<file path="src/rtl/mpt_walker.sv">
// Memory-protection table walker: checks one physical address per request by
// walking up to LEVELS levels of 9-bit-indexed tables and reports allow/fault.
module mpt_walker #(
  parameter int unsigned ADDR_LEN = 56,
  parameter int unsigned XLEN     = 64,
  parameter int unsigned LEVELS   = 3
) (
  input  logic                  clk_i,
  input  logic                  rst_i,
  input  logic                  flush_i,
  input  logic                  req_valid_i,
  output logic                  req_ready_o,
  input  logic [ADDR_LEN-1:0]   req_paddr_i,
  input  logic [1:0]            req_access_i,
  input  logic [3:0]            mmpt_mode_i,
  input  logic [ADDR_LEN-13:0]  mmpt_ppn_i,
  output logic                  mem_req_o,
  output logic [ADDR_LEN-1:0]   mem_addr_o,
  input  logic                  mem_gnt_i,
  input  logic                  mem_rvalid_i,
  input  logic [XLEN-1:0]       mem_rdata_i,
  output logic                  resp_valid_o,
  output logic                  resp_allow_o,
  output logic                  resp_access_fault_o,
  output logic [1:0]            resp_fmt_err_o,
  output logic [XLEN-1:0]       resp_entry_o,
  output logic                  busy_o
);

  localparam int unsigned CSPAN   = 12 + 9 * LEVELS;
  localparam int unsigned PPN_W   = ADDR_LEN - 12;
  localparam logic [1:0]  LVL_TOP = 2'(LEVELS - 1);

  typedef enum logic [2:0] {StIdle, StValidate, StReq, StWait, StResp, StDrain} state_e;

  state_e              state_q, state_d;
  logic [ADDR_LEN-1:0] paddr_q, paddr_d;
  logic [1:0]          access_q, access_d;
  logic [3:0]          mode_q, mode_d;
  logic [PPN_W-1:0]    ppn_q, ppn_d;
  logic [1:0]          level_q, level_d;
  logic [ADDR_LEN-1:0] base_q, base_d;
  logic [XLEN-1:0]     entry_q, entry_d;
  logic                allow_q, allow_d;
  logic                fault_q, fault_d;
  logic [1:0]          fmt_q, fmt_d;

  logic [6:0]          shamt;
  logic [8:0]          idx;
  logic                range_bad;
  logic                e_v, e_leaf, e_r, e_w, e_x, e_rsvd, perm;
  logic [PPN_W-1:0]    e_ppn;

  assign req_ready_o = (state_q == StIdle) && !flush_i;
  assign busy_o      = (state_q != StIdle);
  assign mem_req_o   = (state_q == StReq);

  // Table index for the current level, scaled to an 8-byte entry offset.
  assign shamt      = 7'd12 + 7'd9 * {5'd0, level_q};
  assign idx        = 9'(paddr_q >> shamt);
  assign mem_addr_o = mem_req_o ? base_q + ADDR_LEN'({idx, 3'b000}) : '0;

  // A flush in the response cycle suppresses the response; all fields follow valid.
  assign resp_valid_o        = (state_q == StResp) && !flush_i;
  assign resp_allow_o        = resp_valid_o & allow_q;
  assign resp_access_fault_o = resp_valid_o & fault_q;
  assign resp_fmt_err_o      = resp_valid_o ? fmt_q : 2'd0;
  assign resp_entry_o        = resp_valid_o ? entry_q : '0;

  assign range_bad = (CSPAN < ADDR_LEN) && ((paddr_q >> CSPAN) != '0);

  // Entry field decode.
  assign e_v    = mem_rdata_i[0];
  assign e_leaf = mem_rdata_i[1];
  assign e_r    = mem_rdata_i[2];
  assign e_w    = mem_rdata_i[3];
  assign e_x    = mem_rdata_i[4];
  assign e_ppn  = mem_rdata_i[10 +: PPN_W];
  assign e_rsvd = (mem_rdata_i[XLEN-1:ADDR_LEN-2] != '0);

  // Permission bit selected by the latched access type.
  always_comb begin
    perm = 1'b0;
    unique case (access_q)
      2'd0:    perm = e_r;
      2'd1:    perm = e_w;
      2'd2:    perm = e_x;
      default: perm = 1'b0;
    endcase
  end

  // Next-state and result computation for the walk FSM.
  always_comb begin
    state_d  = state_q;
    paddr_d  = paddr_q;
    access_d = access_q;
    mode_d   = mode_q;
    ppn_d    = ppn_q;
    level_d  = level_q;
    base_d   = base_q;
    entry_d  = entry_q;
    allow_d  = allow_q;
    fault_d  = fault_q;
    fmt_d    = fmt_q;
    unique case (state_q)
      StIdle: begin
        if (req_valid_i && req_ready_o) begin
          paddr_d  = req_paddr_i;
          access_d = req_access_i;
          mode_d   = mmpt_mode_i;
          ppn_d    = mmpt_ppn_i;
          entry_d  = '0;
          allow_d  = 1'b0;
          fault_d  = 1'b0;
          fmt_d    = 2'd0;
          state_d  = StValidate;
        end
      end
      StValidate: begin
        if (flush_i) begin
          state_d = StIdle;
        end else if (mode_q == 4'd0) begin
          allow_d = 1'b1;
          state_d = StResp;
        end else if (mode_q != 4'd1 || access_q == 2'd3) begin
          fmt_d   = 2'd3;
          state_d = StResp;
        end else if (range_bad) begin
          fmt_d   = 2'd1;
          state_d = StResp;
        end else begin
          level_d = LVL_TOP;
          base_d  = {ppn_q, 12'h000};
          state_d = StReq;
        end
      end
      StReq: begin
        // A granted read must still be absorbed, so a concurrent flush drains.
        if (mem_gnt_i) begin
          state_d = flush_i ? StDrain : StWait;
        end else if (flush_i) begin
          state_d = StIdle;
        end
      end
      StWait: begin
        if (mem_rvalid_i) begin
          if (flush_i) begin
            state_d = StIdle;
          end else begin
            entry_d = mem_rdata_i;
            state_d = StResp;
            if (!e_v) begin
              fault_d = 1'b1;
            end else if (e_rsvd) begin
              fmt_d = 2'd2;
            end else if (e_w && !e_r) begin
              fmt_d = 2'd3;
            end else if (e_leaf) begin
              allow_d = perm;
              fault_d = !perm;
            end else if (level_q == 2'd0) begin
              fmt_d = 2'd3;
            end else begin
              base_d  = {e_ppn, 12'h000};
              level_d = level_q - 2'd1;
              state_d = StReq;
            end
          end
        end else if (flush_i) begin
          state_d = StDrain;
        end
      end
      StResp: begin
        entry_d = '0;
        allow_d = 1'b0;
        fault_d = 1'b0;
        fmt_d   = 2'd0;
        state_d = StIdle;
      end
      StDrain: begin
        if (mem_rvalid_i) state_d = StIdle;
      end
      default: state_d = StIdle;
    endcase
  end

  // State registers with synchronous reset.
  always_ff @(posedge clk_i) begin
    if (rst_i) begin
      state_q  <= StIdle;
      paddr_q  <= '0;
      access_q <= 2'd0;
      mode_q   <= 4'd0;
      ppn_q    <= '0;
      level_q  <= 2'd0;
      base_q   <= '0;
      entry_q  <= '0;
      allow_q  <= 1'b0;
      fault_q  <= 1'b0;
      fmt_q    <= 2'd0;
    end else begin
      state_q  <= state_d;
      paddr_q  <= paddr_d;
      access_q <= access_d;
      mode_q   <= mode_d;
      ppn_q    <= ppn_d;
      level_q  <= level_d;
      base_q   <= base_d;
      entry_q  <= entry_d;
      allow_q  <= allow_d;
      fault_q  <= fault_d;
      fmt_q    <= fmt_d;
    end
  end

endmodule

</file>
<file path="config.mk">
export PLATFORM = sky130hd
export DESIGN_NAME = mpt_walker
export DESIGN_NICKNAME = d
export VERILOG_FILES = /design/src/rtl/mpt_walker.sv
export SDC_FILE = /design/constraint.sdc
export NUM_CORES = 1
export LEC_CHECK = 0
export ABC_CLOCK_PERIOD_IN_PS = 3430
export BUFFER_PORTS_ARGS = -buffer_cell sky130_fd_sc_hd__buf_2
export CORE_UTILIZATION = 33
export CTS_CLUSTER_SIZE = 30
export DETAILED_ROUTE_END_ITERATION = 16
export GPL_TIMING_DRIVEN = 0
export SLEW_MARGIN = 25
export SYNTH_ARGS = -nofsm -noshare
export SYNTH_HDL_FRONTEND = slang
export SYNTH_SLANG_ARGS = --single-unit
</file>
<file path="constraint.sdc">
create_clock -name clk_i -period 3.43 [get_ports clk_i]
set_clock_uncertainty 0.1 [all_clocks]
set_input_delay 0 -clock clk_i [delete_from_list [all_inputs] [get_ports clk_i]]
set_output_delay 0 -clock clk_i [all_outputs]
set_load 0.1 [all_outputs]
</file>
==> results.md <==
- The highest metal layer with signal wires is met4.
- The maximum clock frequency is between 300 and 400 MHz.
- The x dimension of the die is around 170 um.
- The power per cell area is 431 nW/um^2.
- Setup repair after global routing left no endpoint under its margin.
- After synthesis, the share of flip-flops with an asynchronous set or reset is 0.
- The ratio of routed vias to standard cells is around 4.9.
- The share of the Yosys chip area taken by registers is 0.432.
- The fraction of the cycle the final worst path needs is 0.896.
- The multi-input combinational cells in the finished layout cover a total of 4970 sq um.
- The post-synthesis area per instance is about 7.5 sq um.
- The root buffer cell is sky130_fd_sc_hd__clkbuf_16.
- Across the VDD grid, the largest voltage drop is ~0.40 mV.
- The routed layout has 10800 vias.
- The number of different library cells used by synthesis comes to 53.
- At the end of routability-driven placement, the weighted congestion stood at around 0.86.
- The combined area of all synthesized cells is 9790 sq um.
- The worst setup path is launched from a register.
- The area taken by flip-flops and latches is approximately 4200 sq um.
- Synthesis produced a netlist whose cell count is about 1300.
- The met3 wirelength from detailed routing is approximately 2200 um.
- The clock transition at the registers of the reported paths is 0.06 ns.
- The core area is roughly 29000 sq um.
- The level count of the clock H-tree is 1.
- The max-slew violation total from the final report came to 0.
- The share of Yosys cell area claimed by the top area cell type is 0.432.
- For this design, the slowest cell found on the critical path is sky130_fd_sc_hd__and3_1.
- The category of the worst setup path capture point is a primary output.
- By instance count, the cell type seen most on the critical path is sky130_fd_sc_hd__buf_2.
- The post-CTS repair timing setup buffer count is 0.
- The worst slack after detailed placement is 0.537 ns.
- The initial antenna violation count is 1.
- The worst endpoint data arrival time is roughly 3 ns.
- The clock passes through at most 3 buffers.
- The largest single stage delay on the critical path is around 0.50 ns.
- For the pin with the worst max-slew slack, the measured transition is just over 0.8 ns.
- Across all setup checks in the final design, the least slack found is 0.358 ns.
- The count of clock tree sinks is around 210.
- The worst pin sits at a relative slew slack of 0.457.
- The final global-route overflow total is 0.
- The die covers 30300 sq um.
- The worst setup path is of the reg2out kind.
- Traced cell by cell, the critical path runs through buf_2 -> nor2_1 -> and3_1 -> clkbuf_2 -> clkbuf_1 -> and2_1 -> buf_2.
- The floorplan has 62 rows.
- In the final routed layout, each cell accounts on average for about 17 um.
- The initial utilization of the core area, before any placement, comes to 0.338.
- The quantity of I/O buffers inserted on ports is about 290.
- For this run, the leading register cell type out of synthesis is sky130_fd_sc_hd__dfxtp_1.
- Setup violations remaining at the end of the flow were counted as 0.
- The die outline height is 174 um.
- The number of detailed-routing iterations run before antenna repair is 5.
- The synthesized design spends more area on one cell type than any other, namely sky130_fd_sc_hd__dfxtp_1.
- The tightest min-delay check is of the in2reg type.
- The number of enable-type register cells in the synthesized netlist is 0.
- For this run, the total global-route usage over all layers was measured as 0.234.
- The first routing iteration left between 500 and 600 violations.
- The leakage component of the power is between 5 and 6 nW.
- Along the worst path, the maximum fanout reaches 10.
- Relative to the synthesized area, the layout overhead comes to 46.3%.
- Synthesis inferred around 210 register bits.
- Among all cell types in the netlist, the one instantiated most often is sky130_fd_sc_hd__nand2_1.
- The run finished with clean final reports.
- After filler insertion, the fill cell instance count of the layout stands at 2833.
- The remaining number of nets flagged by the antenna check after routing is 0.
- The clock buffer count from CTS is 24.
- The wire length reported by the detailed router is ~37000 um.
- In the post-synthesis netlist, the biggest area contributors are sky130_fd_sc_hd__dfxtp_1, sky130_fd_sc_hd__nand2_1, sky130_fd_sc_hd__a21oi_1, sky130_fd_sc_hd__and2_1, sky130_fd_sc_hd__nand3_1.
- By count the netlist is led by sky130_fd_sc_hd__nand2_1, sky130_fd_sc_hd__dfxtp_1, sky130_fd_sc_hd__a21oi_1.
- Together, buffers and inverters on the worst path number 4.
- The wire length on met2 is 17400 um.
- The number of ports placed on the die boundary is 304.
- The clock reaches the later pin of the worst-skew pair after between 0.5 and 0.6 ns.
- After routing, the total negative slack on setup checks comes to 0 ns.
- The TritonCTS clock tree is built.
- The via count of the first global-routing pass is ~11000.
- For the worst setup path, the data required time is 3.33 ns.
- Summed over all nets, the half-perimeter wirelength after detailed placement is about 26000 um.
- The clock period could shrink to 3.07 ns.
- The first global-routing pass estimated between 50000 and 60000 um of wire.
- In the final routing, the length of wire on met1 measures around 16000 um.
- The net count of the finished layout is ~2000.
- Of the cells placed in the final design, the portion with a size suffix greater than 1 is 0.235.
- Entering global routing, the biggest net connects 14 pins.
- The tool flagged a number of max-cap violations equal to 0.
- The final hold violation count is 0.
- The DRC violations left is 0.
- The largest delay contributor family on the critical path is buffers and inverters.
- The number of warnings printed during yosys synthesis is 0.
## metal layers
layer / up-vias / global-route usage
met5: - / 0
met4: 0 / 0.0936
met3: 87 / 0.0383
met2: 401 / 0.392
met1: 5035 / 0.299
li1: 5294 / -
## kinds of logic after synthesis
group | Yosys count | synth area share
and+or+nand+nor | 669 | 0.312
AOI/OAI and AO/OA | 283 | 0.169
DFF | 211 | 0.432
buffers and inverters | 126 | 0.0620
muxes | 12 | 0.0239
adders and majority gates | 1 | 0.00128
other | 1 | 0.000383
## through the flow
stage	power [W]	utilization	instances	area [sq um]	hold slack, ns
after global placement	0.00316	0.405	1975	11700	0.145
after global routing	0.00636	0.495	2190	14300	0.161
after detailed placement	0.00316	0.405	1976	11700	0.147
final	0.00616	0.495	2190	14300	0.168
after floorplan	0.00291	-	1305	9790	0.0360
after CTS	0.00621	0.495	2190	14300	0.148
## final cells by class
class                      count  share of cell area
antenna                        1            0.000175
buffer                       117              0.0401
clock buffer                  35              0.0498
clock inverter                 9              0.0123
inverter                       8             0.00210
multi-input combinational    968               0.347
sequential                   211               0.295
tap                          384              0.0336
timing repair buffer         457               0.220
## worst min-delay path, stage by stage
cell and delay (ns):
sky130_fd_sc_hd__dlygate4sd3_1 0.53, sky130_fd_sc_hd__buf_2 0.12, sky130_fd_sc_hd__nand2_1 0.05, sky130_fd_sc_hd__a21oi_1 0.05
## state kept, by name, summed over array words and instances (netlist names)
| signal | flops |
|---|---|
| entry_q | 64 |
| base_q | 44 |
| paddr_q | 44 |
| ppn_q | 44 |
| mode_q | 4 |
| state_q | 3 |
| access_q | 2 |
| fmt_q | 2 |
| level_q | 2 |
| allow_q | 1 |
| fault_q | 1 |
## final timing paths
check                   from                to  slack [ns]  cells past startpoint
max               state_q[1]  resp_entry_o[45]        0.36                      7
min          req_paddr_i[19]       paddr_q[19]        0.17                      4
max reg2reg       level_q[0]        state_q[1]        0.49                      8
min reg2reg      entry_q[63]       entry_q[63]        0.34                      2
## power breakdown
group | internal (W) | switching (W)
Sequential | 0.00251 | 0.0000353
Clock | 0.00182 | 0.00108
Combinational | 0.000310 | 0.000412
## placed cells by master (no fill, tap or decap), types with 4 or more instances in the layout
cell type                         n
sky130_fd_sc_hd__o21ai_0         10
sky130_fd_sc_hd__nand2_1        395
sky130_fd_sc_hd__buf_4           15
sky130_fd_sc_hd__nand3_1        113
sky130_fd_sc_hd__dlygate4sd3_1  170
sky130_fd_sc_hd__a21oi_1        208
sky130_fd_sc_hd__nor2b_1          5
sky130_fd_sc_hd__buf_1            7
sky130_fd_sc_hd__or3_1            4
sky130_fd_sc_hd__and2_1         122
sky130_fd_sc_hd__clkbuf_1        74
sky130_fd_sc_hd__buf_8            4
sky130_fd_sc_hd__buf_2          306
sky130_fd_sc_hd__nor3_1           5
sky130_fd_sc_hd__inv_1            7
sky130_fd_sc_hd__dfxtp_1        211
sky130_fd_sc_hd__clkbuf_16       25
sky130_fd_sc_hd__o21ai_2         40
sky130_fd_sc_hd__bufinv_16        5
sky130_fd_sc_hd__nor2_1           8
sky130_fd_sc_hd__clkbuf_8         5
sky130_fd_sc_hd__mux4_2           9
## timing repair
action	in CTS	in global routing
setup endpoints to repair	0	10
hold buffers	170	0
resized for setup	0	2
hold endpoints to repair	209	0
Note: power is estimated with default switching activity, not from simulation.
